--- config.mk ---
export PLATFORM = sky130hd
export DESIGN_NAME = fetch_sequencer
export DESIGN_NICKNAME = d
export VERILOG_FILES = /design/src/rtl/fetch_pkg.sv /design/src/rtl/fetch_pc_counter.sv /design/src/rtl/fetch_sequencer.sv
export SDC_FILE = /design/constraint.sdc
export NUM_CORES = 1
export LEC_CHECK = 0
export ABC_AREA = 1
export BUFFER_PORTS_ARGS = -buffer_cell sky130_fd_sc_hd__buf_2
export CAP_MARGIN = 20
export CORE_AREA = 2 2 83 85
export CTS_CLUSTER_DIAMETER = 50
export DETAILED_ROUTE_END_ITERATION = 6
export DIE_AREA = 0 0 85 87
export GPL_ROUTABILITY_DRIVEN = 0
export GPL_TIMING_DRIVEN = 0
export MAX_ROUTING_LAYER = met4
export PLACE_DENSITY = 0.44
export SYNTH_ARGS = -nofsm -noshare
export SYNTH_HDL_FRONTEND = slang
export SYNTH_HIERARCHICAL = 1
export SYNTH_SLANG_ARGS = --single-unit
--- constraint.sdc ---
create_clock -name clk -period 2.3 [get_ports clk]
set_input_delay 0.345 -clock clk [delete_from_list [all_inputs] [get_ports clk]]
set_output_delay 0.345 -clock clk [all_outputs]
set_load 0.02 [all_outputs]
--- src/rtl/fetch_pkg.sv ---
// Shared definitions for the instruction-fetch sequencer: widths, reset PC,
// halt opcode, FSM state encoding and the opcode-field helper.
// The halt state is only reachable when FETCH_HALT_EN is defined.
package fetch_pkg;

   localparam int ADDR_W  = 6;
   localparam int INSTR_W = 16;

   localparam logic [ADDR_W-1:0] RESET_PC    = '0;
   localparam logic [3:0]        HALT_OPCODE = 4'hF;

   localparam int OPC_MSB = 15;
   localparam int OPC_LSB = 12;

   typedef enum logic [1:0] {
      ST_IDLE  = 2'd0,
      ST_RUN   = 2'd1,
      ST_STALL = 2'd2,
      ST_HALT  = 2'd3
   } fetch_state_e;

   function automatic logic [3:0] opcode_of(input logic [INSTR_W-1:0] instr);
      return instr[OPC_MSB:OPC_LSB];
   endfunction

endpackage

--- src/rtl/fetch_pc_counter.sv ---
// Program counter for the fetch sequencer: hold, increment (wrapping at
// 2^ADDR_W) or load a redirect target. Load takes priority over increment.
module fetch_pc_counter
   import fetch_pkg::*;
(
   input  logic              clk,
   input  logic              rst,
   input  logic              inc_i,
   input  logic              load_i,
   input  logic [ADDR_W-1:0] load_pc_i,
   output logic [ADDR_W-1:0] pc_o
);

   logic [ADDR_W-1:0] pc_q;
   logic [ADDR_W-1:0] pc_d;

   // Next-PC select; natural overflow of the adder provides the wrap to 0.
   always_comb begin
      pc_d = pc_q;
      if (load_i) begin
         pc_d = load_pc_i;
      end else if (inc_i) begin
         pc_d = pc_q + ADDR_W'(1);
      end
   end

   // PC register, cleared to the reset vector asynchronously.
   always_ff @(posedge clk or posedge rst) begin
      if (rst) begin
         pc_q <= RESET_PC;
      end else begin
         pc_q <= pc_d;
      end
   end

   assign pc_o = pc_q;

endmodule

--- src/rtl/fetch_sequencer.sv ---
// Instruction-fetch controller for a 64 x 16 combinational ROM. Owns the PC,
// captures ROM words into a registered IR and offers them to decode over a
// valid/ready handshake. Redirects flush the IR and restart fetch.
// Optional halt detection is compiled in with FETCH_HALT_EN.
//
// state    | meaning
// ---------+-----------------------------------------------------------
// ST_IDLE  | waiting for start; no fetch, IR invalid
// ST_RUN   | fetching one word per cycle whenever the IR can advance
// ST_STALL | IR holds an unaccepted word; wait for ir_ready
// ST_HALT  | halt word captured; no further fetch until redirect
module fetch_sequencer
   import fetch_pkg::*;
(
   input  logic               clk,
   input  logic               rst,
   input  logic               start,
   output logic [ADDR_W-1:0]  imem_addr,
   input  logic [INSTR_W-1:0] imem_data,
   output logic [INSTR_W-1:0] ir_out,
   output logic [ADDR_W-1:0]  ir_pc,
   output logic               ir_valid,
   input  logic               ir_ready,
   input  logic               redirect_valid,
   input  logic [ADDR_W-1:0]  redirect_pc,
   output logic               busy,
   output logic               halted
);

   fetch_state_e state_q;
   fetch_state_e state_d;

   logic [INSTR_W-1:0] ir_out_q;
   logic [ADDR_W-1:0]  ir_pc_q;
   logic               ir_valid_q;

   logic [ADDR_W-1:0]  pc;
   logic               advance;
   logic               halt_hit;
   logic               capture;
   logic               pc_load;
   logic               ir_drop;

   assign advance = !ir_valid_q || ir_ready;

`ifdef FETCH_HALT_EN
   assign halt_hit = (opcode_of(imem_data) == HALT_OPCODE);
`else
   assign halt_hit = 1'b0;
`endif

   fetch_pc_counter u_pc (
      .clk       (clk),
      .rst       (rst),
      .inc_i     (capture),
      .load_i    (pc_load),
      .load_pc_i (redirect_pc),
      .pc_o      (pc)
   );

   assign imem_addr = pc;

   // State register.
   always_ff @(posedge clk or posedge rst) begin
      if (rst) begin
         state_q <= ST_IDLE;
      end else begin
         state_q <= state_d;
      end
   end

   // Next-state logic; redirect outranks stall and capture.
   always_comb begin
      state_d = state_q;
      case (state_q)
         ST_IDLE: begin
            if (start) state_d = ST_RUN;
         end
         ST_RUN: begin
            if (redirect_valid) state_d = ST_RUN;
            else if (advance)   state_d = halt_hit ? ST_HALT : ST_RUN;
            else                state_d = ST_STALL;
         end
         ST_STALL: begin
            if (redirect_valid) state_d = ST_RUN;
            else if (ir_ready)  state_d = halt_hit ? ST_HALT : ST_RUN;
         end
`ifdef FETCH_HALT_EN
         ST_HALT: begin
            if (redirect_valid) state_d = ST_RUN;
         end
`endif
         default: state_d = ST_IDLE;
      endcase
   end

   // Output and datapath strobes decoded from the current state.
   always_comb begin
      capture = 1'b0;
      pc_load = 1'b0;
      ir_drop = 1'b0;
      busy    = 1'b0;
      halted  = 1'b0;
      case (state_q)
         ST_RUN: begin
            busy    = 1'b1;
            pc_load = redirect_valid;
            capture = !redirect_valid && advance;
         end
         ST_STALL: begin
            busy    = 1'b1;
            pc_load = redirect_valid;
            capture = !redirect_valid && ir_ready;
         end
`ifdef FETCH_HALT_EN
         ST_HALT: begin
            halted  = 1'b1;
            pc_load = redirect_valid;
            ir_drop = ir_ready;
         end
`endif
         default: ;
      endcase
   end

   // Instruction register: flush on redirect, load on capture, release the
   // final halt word once decode takes it.
   always_ff @(posedge clk or posedge rst) begin
      if (rst) begin
         ir_out_q   <= '0;
         ir_pc_q    <= '0;
         ir_valid_q <= 1'b0;
      end else if (pc_load) begin
         ir_valid_q <= 1'b0;
      end else if (capture) begin
         ir_out_q   <= imem_data;
         ir_pc_q    <= pc;
         ir_valid_q <= 1'b1;
      end else if (ir_drop) begin
         ir_valid_q <= 1'b0;
      end
   end

   assign ir_out   = ir_out_q;
   assign ir_pc    = ir_pc_q;
   assign ir_valid = ir_valid_q;

endmodule

# [Word level (Yosys, flattened, before mapping)]
# Index checks and enable logic that the tools add are counted.
[classes] addsub=1 muxes=13 reduce_logical=10 n_eq_ne=4 bitwise=1
[ops] cell="$mux 6" n=2
[ops] cell="$mux 2" n=5
[ops] cell="$add 6x1->6 const B" n=1
[ops] cell="$pmux 2 s3" n=1
[ops] cell="$mux 1" n=4
[ops] cell="$reduce_and 2->1" n=2
[ops] cell="$ne 3x3->1 const B" n=1
[ops] cell="$eq 2x1->1 const B" n=1
[ops] cell="$eq 2x2->1 const B" n=1
[ops] cell="$logic_and 1x1->1" n=2
[ops] cell="$logic_not 1->1" n=2
[ops] cell="$logic_not 2->1" n=1
[ops] cell="$ne 2x2->1 const B" n=1
[ops] cell="$pmux 1 s2" n=1
[ops] cell="$reduce_bool 2->1" n=1
[ops] cell="$reduce_or 2->1" n=1
[ops] cell="$logic_or 1x1->1" n=1
[ops] cell="$not 1->1" n=1
[word_totals] elab_cells=34 register_bits=31 out_inout_bits=31 in_bits=27

# [Longest topological paths before layout]
[logic_depth] ltp_word=6 depth_mapped=10 ltp_nobuf=9

# [By module]
# The synthesis kept the hierarchy.
[by_module_without_submodules] module="fetch_sequencer" area_per_inst_um2=1198.6 cells_per_inst=134 n_inst=1 seq_area_each_um2=625.6
[by_module_without_submodules] module="fetch_pc_counter" area_per_inst_um2=379.1 cells_per_inst=47 n_inst=1 seq_area_each_um2=150.1

# [Worst setup path after synthesis]
# No wires, ideal clock.
[synth_timing] path_kind="register to register" from="register state_q[0]" to="register u_pc.pc_q[2], in the netlist u_pc/pc_o[2]" setup_slack_ns=0.558 t_required_ns=2.224 path_buffers=1 stages_incl_launch_ff=10 arrival_ns=1.666 path_cell_list="dfrtp_1 -> inv_1 -> ha_1 -> nand3_4 -> buf_6 -> inv_1 -> inv_2 -> nor2_8 -> nand2_1 -> o21ai_1"
[synth_via] word_cells_on_any_way=7
[synth_lines] item="start, declared" line="fetch_sequencer.sv:30" rtl="fetch_state_e state_q;"
[synth_lines] item="start signal, assigned" line="fetch_sequencer.sv:68" rtl="state_q <= state_d;"
[synth_lines] item="$eq 2x2->1 or $eq 2x1->1 (tied branches)" line="fetch_sequencer.sv:104" rtl="case (state_q)"
[synth_lines] item="$pmux 1 s2 *" line="fetch_sequencer.sv:104"
[synth_lines] item="net capture" line="fetch_sequencer.sv:40" rtl="logic capture;"
[synth_lines] item="$reduce_bool 2->1 (no line) *"
[synth_lines] item="end signal, assigned" line="fetch_pc_counter.sv:32" rtl="pc_q <= pc_d;"
[synth_lines] item="end, declared" line="fetch_pc_counter.sv:14" rtl="logic [ADDR_W-1:0] pc_q;"
# Mark *: on every way through the listed nets, which the timed path passes. The rest lies on a longest branch.
# A chain may end at the register's enable or synchronous reset.

# [Worst setup path after layout]
[layout_timing] from="register state_q[1]" to="register u_pc.pc_q[2], in the netlist u_pc/pc_o[2]"
# The elaborated chain is that of the path after synthesis.

==> qor.txt <==
Yosys cell types -> 22
Mapped Area -> 0.001578 mm2
Final period util -> 82.87%
Inserted Diodes -> 0
Post-synth top cells -> nand2_1 (70), dfrtp_1 (31), nand4_1 (23), inv_1 (14)
TritonCTS clock tree -> yes
Design Power -> 2.893 mW
proportion of layout cells with a drive suffix above 1 -> 31.98%
P_int -> 1.525 mW
Static Leak -> 1.158 nW
Hold WC Path Type -> in2reg
slowest stage delay, CP -> 470 ps
CP most frequent cell -> inv_1
Psw -> 1.368 mW
Yosys top cell by area -> dfrtp_1
Post-Syn Nets -> 214
warnings from Yosys -> 6
die area -> 0.007395 mm2
Critical Path, Cell by Cell -> inv_1 > ha_1 > nand3_4 > buf_6 > inv_1 > inv_2 > nor2_8 > nand2_1 > o21ai_1
Worst path top cell family by delay -> buffers and inverters
Final ANT Viol Nets -> 0
synth top area cells -> dfrtp_1 (49%), nand2_1 (17%), nand4_1 (9.1%), ha_1 (4.8%), inv_1 (3.3%)
RSZ-0062 raised after global routing -> no
clk_lat worst skew -> 280 ps
DR WL/cell -> 12.80 um
part of the power in combinational logic -> 51.0%
overall die width -> 85 um
power share of the sequential group -> 34.7%
core area -> 0.006569 mm2
Sink Count -> 31
H-tree levels -> 2
final WL -> 4186 um
Pre-antenna DRT Iters -> 4
crit path launch type -> flip-flop
CP required -> 2500 ps
Remaining Overflow, GRT -> 0
register area share after synthesis -> 49.17%
Clock transition at path regs -> 60 ps
Pins Over Slew Limit -> 0
clk root buf -> clkbuf_8
Slowest cell on crit path -> ha_1
vias in the first global route -> 1433
M3 GR Usage -> 3.697%
sw frac -> 47.27%
CP Max Fanout -> 10
Async SR Flop Fraction -> 100.0%
row count -> 30
status -> complete, no violations
number of enable flip-flop cells after synthesis -> 0
area grow syn2layout -> 31.64%
Final Net Count -> 279
final setup fails -> 0
initial drt markers -> 67
Die H -> 87 um
Max-Cap Viols -> 0
DRC viols -> 0
Synth top area share -> 49.17%
clk buf depth -> 2
All-Layer GR Usage -> 12.46%
Mapped Cells -> 181
Worst EP arrival -> 2110 ps
antenna violations before repair -> 0
syn avg cell area -> 8.717 um2
number of I/O port buffers -> 56
prevailing post-synth register cell -> dfrtp_1
setup total negative slack -> 0 ps
top-count cell post-synth -> nand2_1
final hold viol count -> 0
Most Crowded Layer GR -> met2
crit path time final -> 1906 ps
CTS Buf Count -> 5
WS Path Type -> reg2reg
crit end category -> flip-flop
dpl hpwl -> 3005 um
FMAX -> 0.5246 GHz
Ports -> 58
Via-to-Cell Ratio -> 4.336
Clock Power Share -> 14.3%
global-route wire length before repair -> 6955 um
clock skew -> 3.105 ps
met2 GRT Util -> 18.32%
crit path buf inv count -> 4
routing usage on met1 -> 16.19%
largest net degree at the start of global routing -> 26
initial core utilization -> 24.02%
post-CTS setup repair buffer count -> 0
#FFs+latches synth -> 31
vias post-DR -> 1418
Peak VDD IR -> 0.3946 mV
power per cell area -> 1393 mW/mm2
worst min-delay path, stage by stage:
cell and delay (ps):
buf_2 70, nand2_1 40, nand3_1 70
routing by layer:
| metal | part of all wire (%) | up-vias |
|---|---|---|
| li1 | - | 720 |
| met1 | 48 | 657 |
| met2 | 45 | 35 |
| met3 | 5.2 | 6 |
| met4 | 1.6 | 0 |
| met5 | 0 | - |
cell families after synthesis:
group / count (synthesis) / synth area share, %
flip-flops: 31 / 49.17
AO/OA/AOI/OAI: 11 / 5.314
buffers and inverters: 25 / 8.406
AND/OR/NAND/NOR: 107 / 32.12
adder cells (fa/ha/maj): 6 / 4.758
other: 1 / 0.2377
path summary, 6_finish.rpt:
path                           startpoint           end  slack (ps)  cells after the start
max in group asynchronous             rst    ir_out[12]        1400                      4
hold / removal             redirect_pc[1]  u_pc/pc_o[1]         280                      3
setup / recovery               state_q[1]  u_pc/pc_o[2]         390                      9
min in group asynchronous             rst      ir_valid         530                      3
hold reg to reg                ir_out[13]    ir_out[13]         470                      2
setup reg to reg               state_q[1]  u_pc/pc_o[2]         390                      9
state kept, by name, indices dropped and copies added, names as in the netlist:
register	flops
ir_out	16
u_pc/pc_o	6
ir_pc	6
ir_valid	1
state_q	2
through the flow:
stage	cells	utilization [%]	hold WS, ps	worst slack (ps)	instance area [um2]
after CTS	326	31.20	270.5	401.2	2049
final	327	31.62	281.3	393.9	2077
after floorplan	181	-	136.0	557.7	1578
after global placement	317	29.81	295.6	411.0	1958
after detailed placement	317	29.81	284.8	429.5	1958
after global routing	327	31.62	286.7	258.7	2077
power groups by stage:
stage                     Sequential, mW  Clock (mW)  Combinational, mW
after CTS                           1.01       0.435               1.49
after detailed placement            1.02           0               1.49
final                               1.00       0.412               1.48
after global routing                1.05       0.465               1.65
after global placement              1.02           0               1.48
after floorplan                     1.27           0              0.734
cells in the final DEF (no fill, tap or decap), drive strengths merged:
| cell | netlist | final |
|---|---|---|
| ha | 6 | 6 |
| o21bai | 2 | 2 |
| inv | 15 | 15 |
| nor2 | 7 | 7 |
| nand3 | 7 | 7 |
| dlygate4sd3 | 0 | 1 |
| a22oi | 4 | 4 |
| buf | 10 | 67 |
| dfrtp | 31 | 31 |
| nand4 | 23 | 23 |
| o211ai | 1 | 1 |
| clkbuf | 0 | 7 |
| o21ai | 4 | 4 |
| nand2 | 70 | 70 |
| conb | 1 | 1 |
| clkinv | 0 | 1 |
cell type report:
| cell class | instances | area, um2 |
|---|---|---|
| fill | 700 | 4492 |
| timing repair buffer | 58 | 317.8 |
| multi-input combinational | 125 | 669.4 |
| buffer | 10 | 76.32 |
| inverter | 15 | 56.30 |
| sequential | 31 | 775.7 |
| clock inverter | 1 | 5.005 |
| clock buffer | 7 | 76.32 |
| tap | 80 | 100.1 |
timing repair:
item / in CTS / in global routing
hold buffers: 1 / 0
setup endpoints to repair: 0 / 0
gates resized for setup: 0 / 0
hold endpoints to repair: 6 / 0
(Power assumes the default switching activity.)
